===== src/rtl/alu_seq.sv =====
// alu_seq: sequential ALU with a registered result stage and valid/ready
// handshakes on both sides. Logic ops, XOR, ADD and SUB complete in one
// cycle; MUL is an iterative shift-add taking WIDTH cycles in its own state.
//
// Handshake: a transfer happens on a rising edge where valid && ready are
// both high. Input side: in_valid/in_ready; output side: out_valid/out_ready.
// out_valid never depends combinationally on out_ready; in_ready may follow
// out_ready in the same cycle so that one result per cycle can be sustained.
module alu_seq #(
  parameter int WIDTH  = 8,
  parameter bit MUL_EN = 1'b1
) (
  input  logic             clk,
  input  logic             rst_n,
  input  logic             in_valid,
  output logic             in_ready,
  input  logic [WIDTH-1:0] a,
  input  logic [WIDTH-1:0] b,
  input  logic [2:0]       opcode,
  output logic             out_valid,
  input  logic             out_ready,
  output logic [WIDTH-1:0] result,
  output logic             flag_zero,
  output logic             flag_carry,
  output logic             flag_ovf,
  output logic [1:0]       state_dbg
);

  localparam logic [2:0] OP_AND  = 3'b000;
  localparam logic [2:0] OP_OR   = 3'b001;
  localparam logic [2:0] OP_NAND = 3'b010;
  localparam logic [2:0] OP_NOR  = 3'b011;
  localparam logic [2:0] OP_XOR  = 3'b100;
  localparam logic [2:0] OP_ADD  = 3'b101;
  localparam logic [2:0] OP_SUB  = 3'b110;
  localparam logic [2:0] OP_MUL  = 3'b111;

  localparam int CNT_W = (WIDTH > 2) ? $clog2(WIDTH) : 1;
  localparam logic [CNT_W-1:0] CNT_LAST = CNT_W'(WIDTH - 1);

  typedef enum logic [1:0] {
    ST_IDLE = 2'd0,
    ST_FULL = 2'd1,
    ST_MUL  = 2'd2
  } state_t;

  state_t state_q;
  state_t state_d;

  // Goes high on the first edge after reset release; holds in_ready low
  // until then so nothing is accepted while reset is still settling.
  logic run_q;

  logic accept;
  logic is_mul;
  logic mul_done;

  // Single-cycle ALU path
  logic [WIDTH-1:0] alu_res;
  logic             alu_zero;
  logic             alu_carry;
  logic             alu_ovf;
  logic [WIDTH:0]   sum_ext;
  logic [WIDTH:0]   diff_ext;

  // Shift-add multiplier state
  logic [2*WIDTH-1:0] mcand_q;
  logic [WIDTH-1:0]   mplier_q;
  logic [2*WIDTH-1:0] acc_q;
  logic [2*WIDTH-1:0] acc_next;
  logic [CNT_W-1:0]   cnt_q;

  // With MUL_EN=0 opcode 111 falls through to the single-cycle AND path.
  assign is_mul    = MUL_EN && (opcode == OP_MUL);
  assign mul_done  = (state_q == ST_MUL) && (cnt_q == CNT_LAST);
  assign acc_next  = acc_q + (mplier_q[0] ? mcand_q : {2*WIDTH{1'b0}});
  assign out_valid = (state_q == ST_FULL);
  assign state_dbg = state_q;

  // Single-cycle result and flags for every op except an enabled MUL.
  always_comb begin
    alu_res   = '0;
    alu_carry = 1'b0;
    alu_ovf   = 1'b0;
    sum_ext   = {1'b0, a} + {1'b0, b};
    diff_ext  = {1'b0, a} - {1'b0, b};
    case (opcode)
      OP_AND:  alu_res = a & b;
      OP_OR:   alu_res = a | b;
      OP_NAND: alu_res = ~(a & b);
      OP_NOR:  alu_res = ~(a | b);
      OP_XOR:  alu_res = a ^ b;
      OP_ADD: begin
        alu_res   = sum_ext[WIDTH-1:0];
        alu_carry = sum_ext[WIDTH];
        alu_ovf   = (a[WIDTH-1] == b[WIDTH-1]) && (sum_ext[WIDTH-1] != a[WIDTH-1]);
      end
      OP_SUB: begin
        alu_res   = diff_ext[WIDTH-1:0];
        alu_carry = diff_ext[WIDTH];
        alu_ovf   = (a[WIDTH-1] != b[WIDTH-1]) && (diff_ext[WIDTH-1] != a[WIDTH-1]);
      end
      default: alu_res = a & b;
    endcase
    // Opcode 111 on this path only occurs with MUL disabled: all flags 0.
    alu_zero = (opcode != OP_MUL) && (alu_res == '0);
  end

  // Next-state, in_ready and accept decode.
  always_comb begin
    state_d  = state_q;
    in_ready = 1'b0;
    accept   = 1'b0;
    case (state_q)
      ST_IDLE: in_ready = run_q;
      ST_FULL: in_ready = out_ready;
      default: in_ready = 1'b0;
    endcase
    accept = in_valid && in_ready;
    case (state_q)
      ST_IDLE: begin
        if (accept) state_d = is_mul ? ST_MUL : ST_FULL;
      end
      ST_FULL: begin
        if (accept)         state_d = is_mul ? ST_MUL : ST_FULL;
        else if (out_ready) state_d = ST_IDLE;
      end
      ST_MUL: begin
        if (mul_done) state_d = ST_FULL;
      end
      default: state_d = ST_IDLE;
    endcase
  end

  // FSM state register.
  always_ff @(posedge clk or negedge rst_n) begin
    if (!rst_n) state_q <= ST_IDLE;
    else        state_q <= state_d;
  end

  // Post-reset run enable for in_ready.
  always_ff @(posedge clk or negedge rst_n) begin
    if (!rst_n) run_q <= 1'b0;
    else        run_q <= 1'b1;
  end

  // Output register: loaded by a single-cycle accept or by MUL completion;
  // otherwise holds its last value (also after it has been consumed).
  always_ff @(posedge clk or negedge rst_n) begin
    if (!rst_n) begin
      result     <= '0;
      flag_zero  <= 1'b0;
      flag_carry <= 1'b0;
      flag_ovf   <= 1'b0;
    end else if (accept && !is_mul) begin
      result     <= alu_res;
      flag_zero  <= alu_zero;
      flag_carry <= alu_carry;
      flag_ovf   <= alu_ovf;
    end else if (mul_done) begin
      result     <= acc_next[WIDTH-1:0];
      flag_zero  <= (acc_next[WIDTH-1:0] == '0);
      flag_carry <= |acc_next[2*WIDTH-1:WIDTH];
      flag_ovf   <= 1'b0;
    end
  end

  // Shift-add multiplier: one multiplier bit per MUL cycle, LSB first.
  always_ff @(posedge clk or negedge rst_n) begin
    if (!rst_n) begin
      mcand_q  <= '0;
      mplier_q <= '0;
      acc_q    <= '0;
      cnt_q    <= '0;
    end else if (accept && is_mul) begin
      mcand_q  <= {{WIDTH{1'b0}}, a};
      mplier_q <= b;
      acc_q    <= '0;
      cnt_q    <= '0;
    end else if (state_q == ST_MUL) begin
      acc_q    <= acc_next;
      mcand_q  <= mcand_q << 1;
      mplier_q <= mplier_q >> 1;
      cnt_q    <= cnt_q + CNT_W'(1);
    end
  end

endmodule


===== config.mk =====
export PLATFORM = sky130hd
export DESIGN_NAME = alu_seq
export DESIGN_NICKNAME = d
export VERILOG_FILES = /design/src/rtl/alu_seq.sv
export SDC_FILE = /design/constraint.sdc
export NUM_CORES = 1
export LEC_CHECK = 0
export ABC_CLOCK_PERIOD_IN_PS = 4200
export CORE_MARGIN = 2
export CORE_UTILIZATION = 45
export CTS_CLUSTER_DIAMETER = 120
export DETAILED_ROUTE_END_ITERATION = 8
export SLEW_MARGIN = 10
export SYNTH_ARGS = -nofsm -noshare
export SYNTH_HDL_FRONTEND = slang
export SYNTH_SLANG_ARGS = --single-unit

===== constraint.sdc =====
create_clock -name clk -period 4.2 [get_ports clk]
set_clock_uncertainty 0.1 [all_clocks]
set_input_delay 0.63 -clock clk [delete_from_list [all_inputs] [get_ports clk]]
set_output_delay 0.63 -clock clk [all_outputs]
set_load 0.03 [all_outputs]

# After elaboration in Yosys (flattened, before gate mapping)
# Index checks and enable logic that the tools add are counted.
[word_totals] register_bits=57 input_bits=23 out_inout_bits=15 wordCells=79
[op_classes] n_addsub=4 eq_ne=18 muxes=27 bitwise_logic=5 n_reduce_logical=15
[op_table] operator="16-bit two-way mux" n=5
[op_table] operator="8-bit one-hot mux with 6 select lines" n=1
[op_table] operator="8-bit two-way mux" n=4
[op_table] operator="16-bit adder" n=1
[op_table] operator="8-bit logical NOT" n=2
[op_table] operator="8-bit inverter" n=2
[op_table] operator="3-bit equality test, second input constant" n=5
[op_table] operator="2-bit two-way mux" n=5
[op_table] operator="8-bit by 8-bit adder with 9-bit output" n=1
[op_table] operator="8-bit by 8-bit subtractor with 9-bit output" n=1
[op_table] operator="8-bit bitwise AND" n=1
[op_table] operator="8-bit OR" n=1
[op_table] operator="8-bit OR reduction" n=1
[op_table] operator="8-bit bitwise XOR" n=1
[op_table] operator="1-bit logical AND" n=7
[op_table] operator="3-bit by 2-bit equality test with 1-bit output, second input constant" n=2
[op_table] operator="1-bit two-way mux" n=6
[op_table] operator="3-bit two-way mux" n=2
[op_table] operator="1-bit one-hot mux with 2 select lines" n=3
[op_table] operator="2-bit one-hot mux with 3 select lines" n=1
[op_table] operator="2-bit inequality test, second input constant" n=2
[op_table] operator="2-bit nonzero test" n=2
[op_table] operator="3-bit by 1-bit adder with 3-bit output, second input constant" n=1
[op_table] operator="3-bit by 1-bit equality test with 1-bit output, second input constant" n=1
[op_table] operator="9 further kinds" n=11

# Logic depth before layout (Yosys ltp)
# Gate-level depths: netlist of the first run.
[logic_depth] word_depth=6 mapped_depth=10 mapped_depth_nobuf=10

# Worst setup path before layout of the first run
# OpenSTA, ideal clock, no wires.
[synth_path] path_kind="reg-to-reg" start="reg mplier_q[0]" end="reg flag_carry" setup_ns=0.124 t_arrival_ns=2.940 required_ns=3.976 setup_slack_ns=1.037 path_stages_with_launch=11 n_path_buf=1 path_cell_list="dfrtp_1 clkbuf_1 and2_1 ha_1 o211a_1 a221o_2 o2111a_2 nor4_4 o221ai_1 or4b_1 o31a_1"
[synth_between] elab_chain_cells=5
[synth_lines] item="start, declared" line_no="68" source="logic [WIDTH-1:0] mplier_q;"
[synth_lines] item="start signal, assigned" line_no="183" source="mplier_q <= mplier_q >> 1;"
[synth_lines] item="16-bit two-way mux" line_no="76" source="assign acc_next = acc_q + (mplier_q[0] ? mcand_q : {2*WIDTH{1'b0}});"
[synth_lines] item="16-bit adder" line_no="76"
[synth_lines] item="8-bit OR reduction" line_no="163" source="flag_carry <= |acc_next[2*WIDTH-1:WIDTH];"
[synth_lines] item="1-bit two-way mux" line_no="160" source="end else if (mul_done) begin"
[synth_lines] item="1-bit two-way mux" line_no="155" source="end else if (accept && !is_mul) begin"
[synth_lines] item="end signal, assigned" line_no="158" source="flag_carry <= alu_carry;"
[synth_lines] item="end signal, assigned" line_no="163"
[synth_lines] item="end, declared" line_no="24" source="output logic flag_carry,"
# Every way passes these cells. The select of a mux whose other input is x is not followed.
# A chain may end at the register's enable or synchronous reset.

# Worst setup path in the final report of the first run
# Same ends and word-level chain as after synthesis.

==> metrics.md, run 1 <==
| Metric | Value |
|---|---|
| Status | finished, final reports clean |
| EDFF count, synth | 0 |
| Diodes inserted | 0 |
| Antenna-violating nets left | 0 |
| Post-synth cell types | 73 |
| First-pass GRT wire length | 20.80 mm |
| DP Wirelength | approximately 9.7 mm |
| Clk slew on worst S/H paths | 0.08 ns |
| Largest net degree at the start of global routing | 41 |
| Syn Std Cell Area | ~4700 um2 |
| Design Area, Final | between 5000 and 6000 um2 |
| Inserted Clock Buffers | 9 |
| Post-CTS sizing | 0 |
| R2r endpoint | flag_carry |
| Crit path DAT | 3.81 ns |
| Post-synth top cells | nand2_1, dfrtp_1, ha_1, o21ai_0 |
| Worst R2R Path Depth | 9 |
| Chip height | around 110 um |
| Worst endpoint required time | 4.31 ns |
| Placed cell area | 5164 um2 |
| RSZ-0062 raised after global routing | no |
| I/O pin cnt | 38 |
| Ys flop type | dfrtp_1 |
| Total gr overflow | 0 |
| CP startpoint kind | register |
| Lkg Pwr | 2.504 nW |
| Final setup violation count | 0 |
| WL per Instance | ~17 um |
| TritonRoute pass-1 iters | 5 |
| Row count | 37 |
| CTS tree | yes |
| Seq cells post-synth | 57 |
| Vias in the first global route | a little over 4000 |
| Max Fclk | 269.8 MHz |
| Synth Area per Inst | 8.447 um2 |
| CTS Hold Bufs | 0 |
| Setup crit end kind | register |
| Syn_nets | 621 |
| Reg-to-reg setup timing slack | slightly below 0.5 ns |
| Layout cells sized above 1 | 0.08319 |
| PwrDens | approximately 500 nW/um2 |
| H-tree depth | 3 |
| Placer Congestion | 0.9188 |
| Register area | 1426 um2 |
| Area of the multi-input gates | 3003 um2 |
| Number of vias in the routed layout | around 4200 |
| Die width | 106.0 um |
| Worst-path fanout max | 17 |
| Detailed-route wire length | 12.64 mm |
| Port bufs | 37 |
| Clk_lat worst skew | 0.34 ns |
| CP Class | reg -> reg |
| Layout Utilization | 0.5268 |
| Final hold viol count | 0 |
| Yosys warns | 0 |
| Gate Count Post-Synth | 554 |
| Slew HR | 0.3924 |
| Slew Viols, Final | 0 |
| R2R Path Start | mplier_q[0] |
| Fin crit period | roughly 3.7 ns |
| Layout Area Growth over Synthesis | 15.19% |
| Most common cell in the synthesized netlist | nand2_1 |
| Initial antenna violation count | 0 |
| Final worst path period share | 0.8825 |
| Post-CTS setup buffers | 0 |
| # Max-Cap Violations | 0 |
| Seq/Total Area, Yosys | 0.3048 |
| DRT iter0 DRCs | 237 |
| Clock root buffer master | clkbuf_8 |
| Share of the synthesized area in the top cell type | 0.3048 |
| Total track usage | 0.2356 |
| Die ar. | 11230 um2 |
| Core area | about 10000 um2 |
| TritonCTS sink count | 57 |
| # DRC | 0 |
| Worst VDD drop | ~0.22 mV |
| Fillers | 993 |
| Setup TNS | 0 ns |
| Vias per inst | 5.834 |
| Top cells by area, synth | dfrtp_1, ha_1, nand2_1 |
| Initial Util | 0.4574 |
| Async SR Flop Fraction | 1.000 |
| Hold crit path type | in -> async |
| Max Root-Sink Buffers | 2 |
| NumNets Final | 651 |
| Largest area contributor in the netlist | dfrtp_1 |
| Slew @ Worst Pin | 0.9114 ns |
==> per-layer routing <==
layer / up-vias / GRT usage / wire, um
met5: - / 0 / 0
met4: 0 / 0.06485 / 206
met3: 12 / 0.05273 / 752
met2: 123 / 0.3627 / 5716
met1: 2034 / 0.3340 / 5965
li1: 2061 / - / -
==> report_power, final <==
part | switching [mW] | leakage (nW) | internal (mW) | total (mW)
Combinational | 0.721 | 1.66 | 0.502 | 1.22
Sequential | 0.170 | 0.738 | 0.771 | 0.941
Clock | 0.270 | 0.110 | 0.339 | 0.609
==> cell usage in the layout (no fill, tap or decap), drive strengths merged, types with 10 or more instances in the layout <==
cell | synthesis | layout
a21oi | 28 | 28
a22oi | 12 | 12
and2 | 19 | 19
buf | 8 | 13
clkdlybuf4s50 | 0 | 36
dfrtp | 57 | 57
ha | 41 | 41
inv | 28 | 29
mux2i | 12 | 12
nand2 | 89 | 89
nor2 | 25 | 25
nor3 | 13 | 13
o21ai | 40 | 40
o22ai | 10 | 10
xnor2 | 10 | 10
==> logic make-up after synthesis <==
group,Yosys count,share of synthesized area
DFF,57,0.3048
adders and majority gates,44,0.1225
AOI/OAI and AO/OA,167,0.2444
buffers and inverters,59,0.05508
and+or+nand+nor,192,0.2016
xor gates and xnor gates,19,0.03556
other,1,0.0008014
muxes,15,0.03529
==> metrics by stage <==
step	power (mW)	hold WS, ns	setup WS, ns	std cells
after detailed placement	2.164	0.3695	0.4020	709
after floorplan	1.775	0.2344	1.037	554
after CTS	2.772	0.3521	0.5101	725
after global placement	2.132	0.3668	0.5432	709
after global routing	2.969	0.3960	0.2905	725
final	2.773	0.3127	0.4936	725
==> state kept, by name (all words and copies together) (netlist names) <==
signal and count:
state_dbg 2, run_q 1, flag_ovf 1, mcand_q 16, cnt_q 3, mplier_q 8
result 8, acc_q 16, flag_carry 1, flag_zero 1
==> worst max path at each step <==
stage,startpoint,end,slack (ns),cells after the start
6_report,mplier_q[0],flag_carry,0.49,9
4_1_cts,mplier_q[0],flag_carry,0.51,9
3_3_place_gp,a[1],flag_zero,0.54,10
2_1_floorplan,mplier_q[0],flag_carry,1.04,10
3_5_place_dp,b[0],flag_zero,0.40,10
5_1_grt,mplier_q[0],flag_carry,0.29,9
==> area by class of cell <==
class,count,area share
Clock buffer,9,0.02298
Clock inverter,7,0.01903
Timing Repair Buffer,49,0.08449
Inverter,29,0.02019
Multi-Input combinational cell,438,0.5571
Tap cell,136,0.03157
Sequential cell,57,0.2646
==> worst max-delay path, cell delays in order, from the launching register on <==
cell	delay, ns
dfrtp_1	0.54
and2_1	0.23
ha_1	0.22
fa_1	0.44
a211oi_1	0.31
o21ai_0	0.21
a21oi_1	0.39
mux2_2	0.37
or4b_1	0.48
o31a_1	0.28
Note: power is estimated with default switching activity, not from simulation.
==> run 2: changes to the inputs <==
ABC_CLOCK_PERIOD_IN_PS = 3800   (was 4200)
clock period = 3.8 ns   (was 4.2 ns; I/O delays follow)
==> run 2 against run 1 <==
Net effect: the run now ends with DRC left; hold slack worse by 0.19 ns; first-iteration DRC count up 16%; register-to-register slack worse by 0.08 ns; via count up 0.14%; clock power up 20%; largest cell class unchanged; total power up 13%; worst setup slack worse by 0.24 ns; combinational power up 12%.
==> metrics.md, run 2 (same netlist as run 1, synthesis figures left out) <==
| Metric | Value |
|---|---|
| Status | finished with violations |
| Violated checks | DRC |
| Final worst path period share | 0.9340 |
| Die ar. | 11230 um2 |
| Max Root-Sink Buffers | 2 |
| DP Wirelength | 9.687 mm |
| Chip height | roughly 110 um |
| Top delay family on crit path | compound AO/OA/AOI/OAI gates |
| Largest regs | acc_q x16, mcand_q x16 |
| Slowest library cell on the worst path | clkdlybuf4s50_1 |
| Number of vias in the routed layout | about 4200 |
| CP Class | in -> reg |
| RSZ-0062 raised after global routing | no |
| Worst VDD drop | between 0.3 and 0.4 mV |
| Worst hold slack | 0.1247 ns |
| Max Fclk | 281.8 MHz |
| Vias per inst | 5.732 |
| Layout Area Growth over Synthesis | 17.83% |
| Row count | 37 |
| Fin worst setup slack | 0.2509 ns |
| Clock root buffer master | clkbuf_8 |
| Inserted Clock Buffers | 9 |
| Post-CTS setup buffers | 0 |
| # DRC | 1 |
| Placer Congestion | 0.8684 |
| # Max-Cap Violations | 0 |
| Antenna-violating nets left | 0 |
| Worst Path Buf+Inv | 1 |
| Clk_lat worst skew | 0.33 ns |
| PwrDens | between 500 and 600 nW/um2 |
| CTS tree | yes |
| Setup crit end kind | register |
| Initial Util | 0.4574 |
| Port bufs | 37 |
| WL per Instance | 17.50 um |
| Placed cell area | 5269 um2 |
| Diodes inserted | 0 |
| Fin crit period | approximately 3.5 ns |
| Largest net degree at the start of global routing | 45 |
| Crit path largest cell delay | 0.51 ns |
| Slew HR | 0.5973 |
| NumNets Final | 665 |
| Setup WS pre-CTS | -0.08927 ns |
| Final setup violation count | 0 |
| CP startpoint kind | primary input |
| Most common cell after layout, fill and taps aside | nand2_1 |
| Final hold viol count | 0 |
| Vias in the first global route | 4028 |
| H-tree depth | 3 |
| Initial antenna violation count | 0 |
| Lkg Pwr | 2.578 nW |
| Slew Viols, Final | 0 |
| Detailed-route wire length | 12.93 mm |
| Commonest cells after routing, fill and taps aside | nand2_1, dfrtp_1, ha_1 |
| Total gr overflow | 0 |
| Layout cells sized above 1 | 0.1028 |
| Cell chain of the critical path | clkdlybuf4s50_1 -> ha_1 -> fa_1 -> mux2i_1 -> a21oi_1 -> mux4_2 -> a311o_1 -> a2111oi_1 -> and3_1 -> a21bo_2 |
| Total track usage | 0.2399 |
| I/O pin cnt | 38 |
| First-pass GRT wire length | 21.11 mm |
| Slew @ Worst Pin | 0.6021 ns |
| Core area | about 10000 um2 |
| Die width | about 110 um |
| Worst-path fanout max | 4 |
| DRT iter0 DRCs | 274 |
| Clk slew on worst S/H paths | about 0.08 ns |
| Design Area, Final | 5514 um2 |
| TritonRoute pass-1 iters | 9 |
| Worst endpoint required time | about 4.0 ns |
| TritonCTS sink count | 57 |
| Hold crit path type | in -> async |
| Crit path DAT | 3.73 ns |
| Power Total | 3.134 mW |
-- run 2: routing by layer --
layer	track usage	vias up	wire length, um
met1	0.3464	2044	6273
met4	0.06485	0	165
li1	-	2084	-
met3	0.04169	12	586
met2	0.3719	96	5906
met5	0	-	0
-- run 2: layout make-up --
class                   count  area, um2
flip-flops and latches     57       1426
clock inverters             5      102.6
repair buffers             63      560.5
well taps                 136      170.2
inverters                  29      108.9
clock buffers              11      141.4
fillers                   985       4717
multi-input cells         438       3004
-- run 2: metrics by stage --
stage,utilization,TNS [ns],std cells
2_1_floorplan,-,0,554
3_3_place_gp,0.5150,-0.008645,723
3_5_place_dp,0.5150,-0.08927,723
4_1_cts,0.5388,0,739
5_1_grt,0.5390,0,739
6_report,0.5390,0,739
-- run 2: where the power goes --
part	total (mW)	switching [mW]	leakage, nW	internal (mW)
clock network	0.729	0.276	0.120	0.453
registers	1.03	0.178	0.738	0.853
logic	1.37	0.800	1.72	0.573
-- run 2: worst register-to-register path: cells and delay by family (launching register included) --
| family | cells | cell delay [ns] |
|---|---|---|
| DFF | 1 | 0.44 |
| muxes | 1 | 0.37 |
| AOI/OAI and AO/OA | 4 | 1.07 |
| and+or+nand+nor | 2 | 0.63 |
| adders and majority gates | 2 | 0.67 |
-- run 2: repair_timing --
action | 4_1_cts | 5_1_grt
hold buffers | 0 | 0
endpoints found under the hold margin | 0 | 0
gates resized for setup | 0 | 1
endpoints found under the setup margin | 0 | 1
-- run 2: path summary, 6_finish.rpt --
| kind | startpoint | depth (start not counted) | slack, ns | end |
|---|---|---|---|---|
| setup / recovery | a[0] | 10 | 0.25 | flag_zero |
| setup reg to reg | mplier_q[0] | 9 | 0.41 | flag_carry |
| max in group asynchronous | rst_n | 2 | 2.64 | mcand_q[0] |
| hold reg to reg | mplier_q[2] | 2 | 0.39 | mplier_q[2] |
| min in group clk | mplier_q[2] | 2 | 0.39 | mplier_q[2] |
| hold / removal | rst_n | 1 | 0.12 | result[7] |
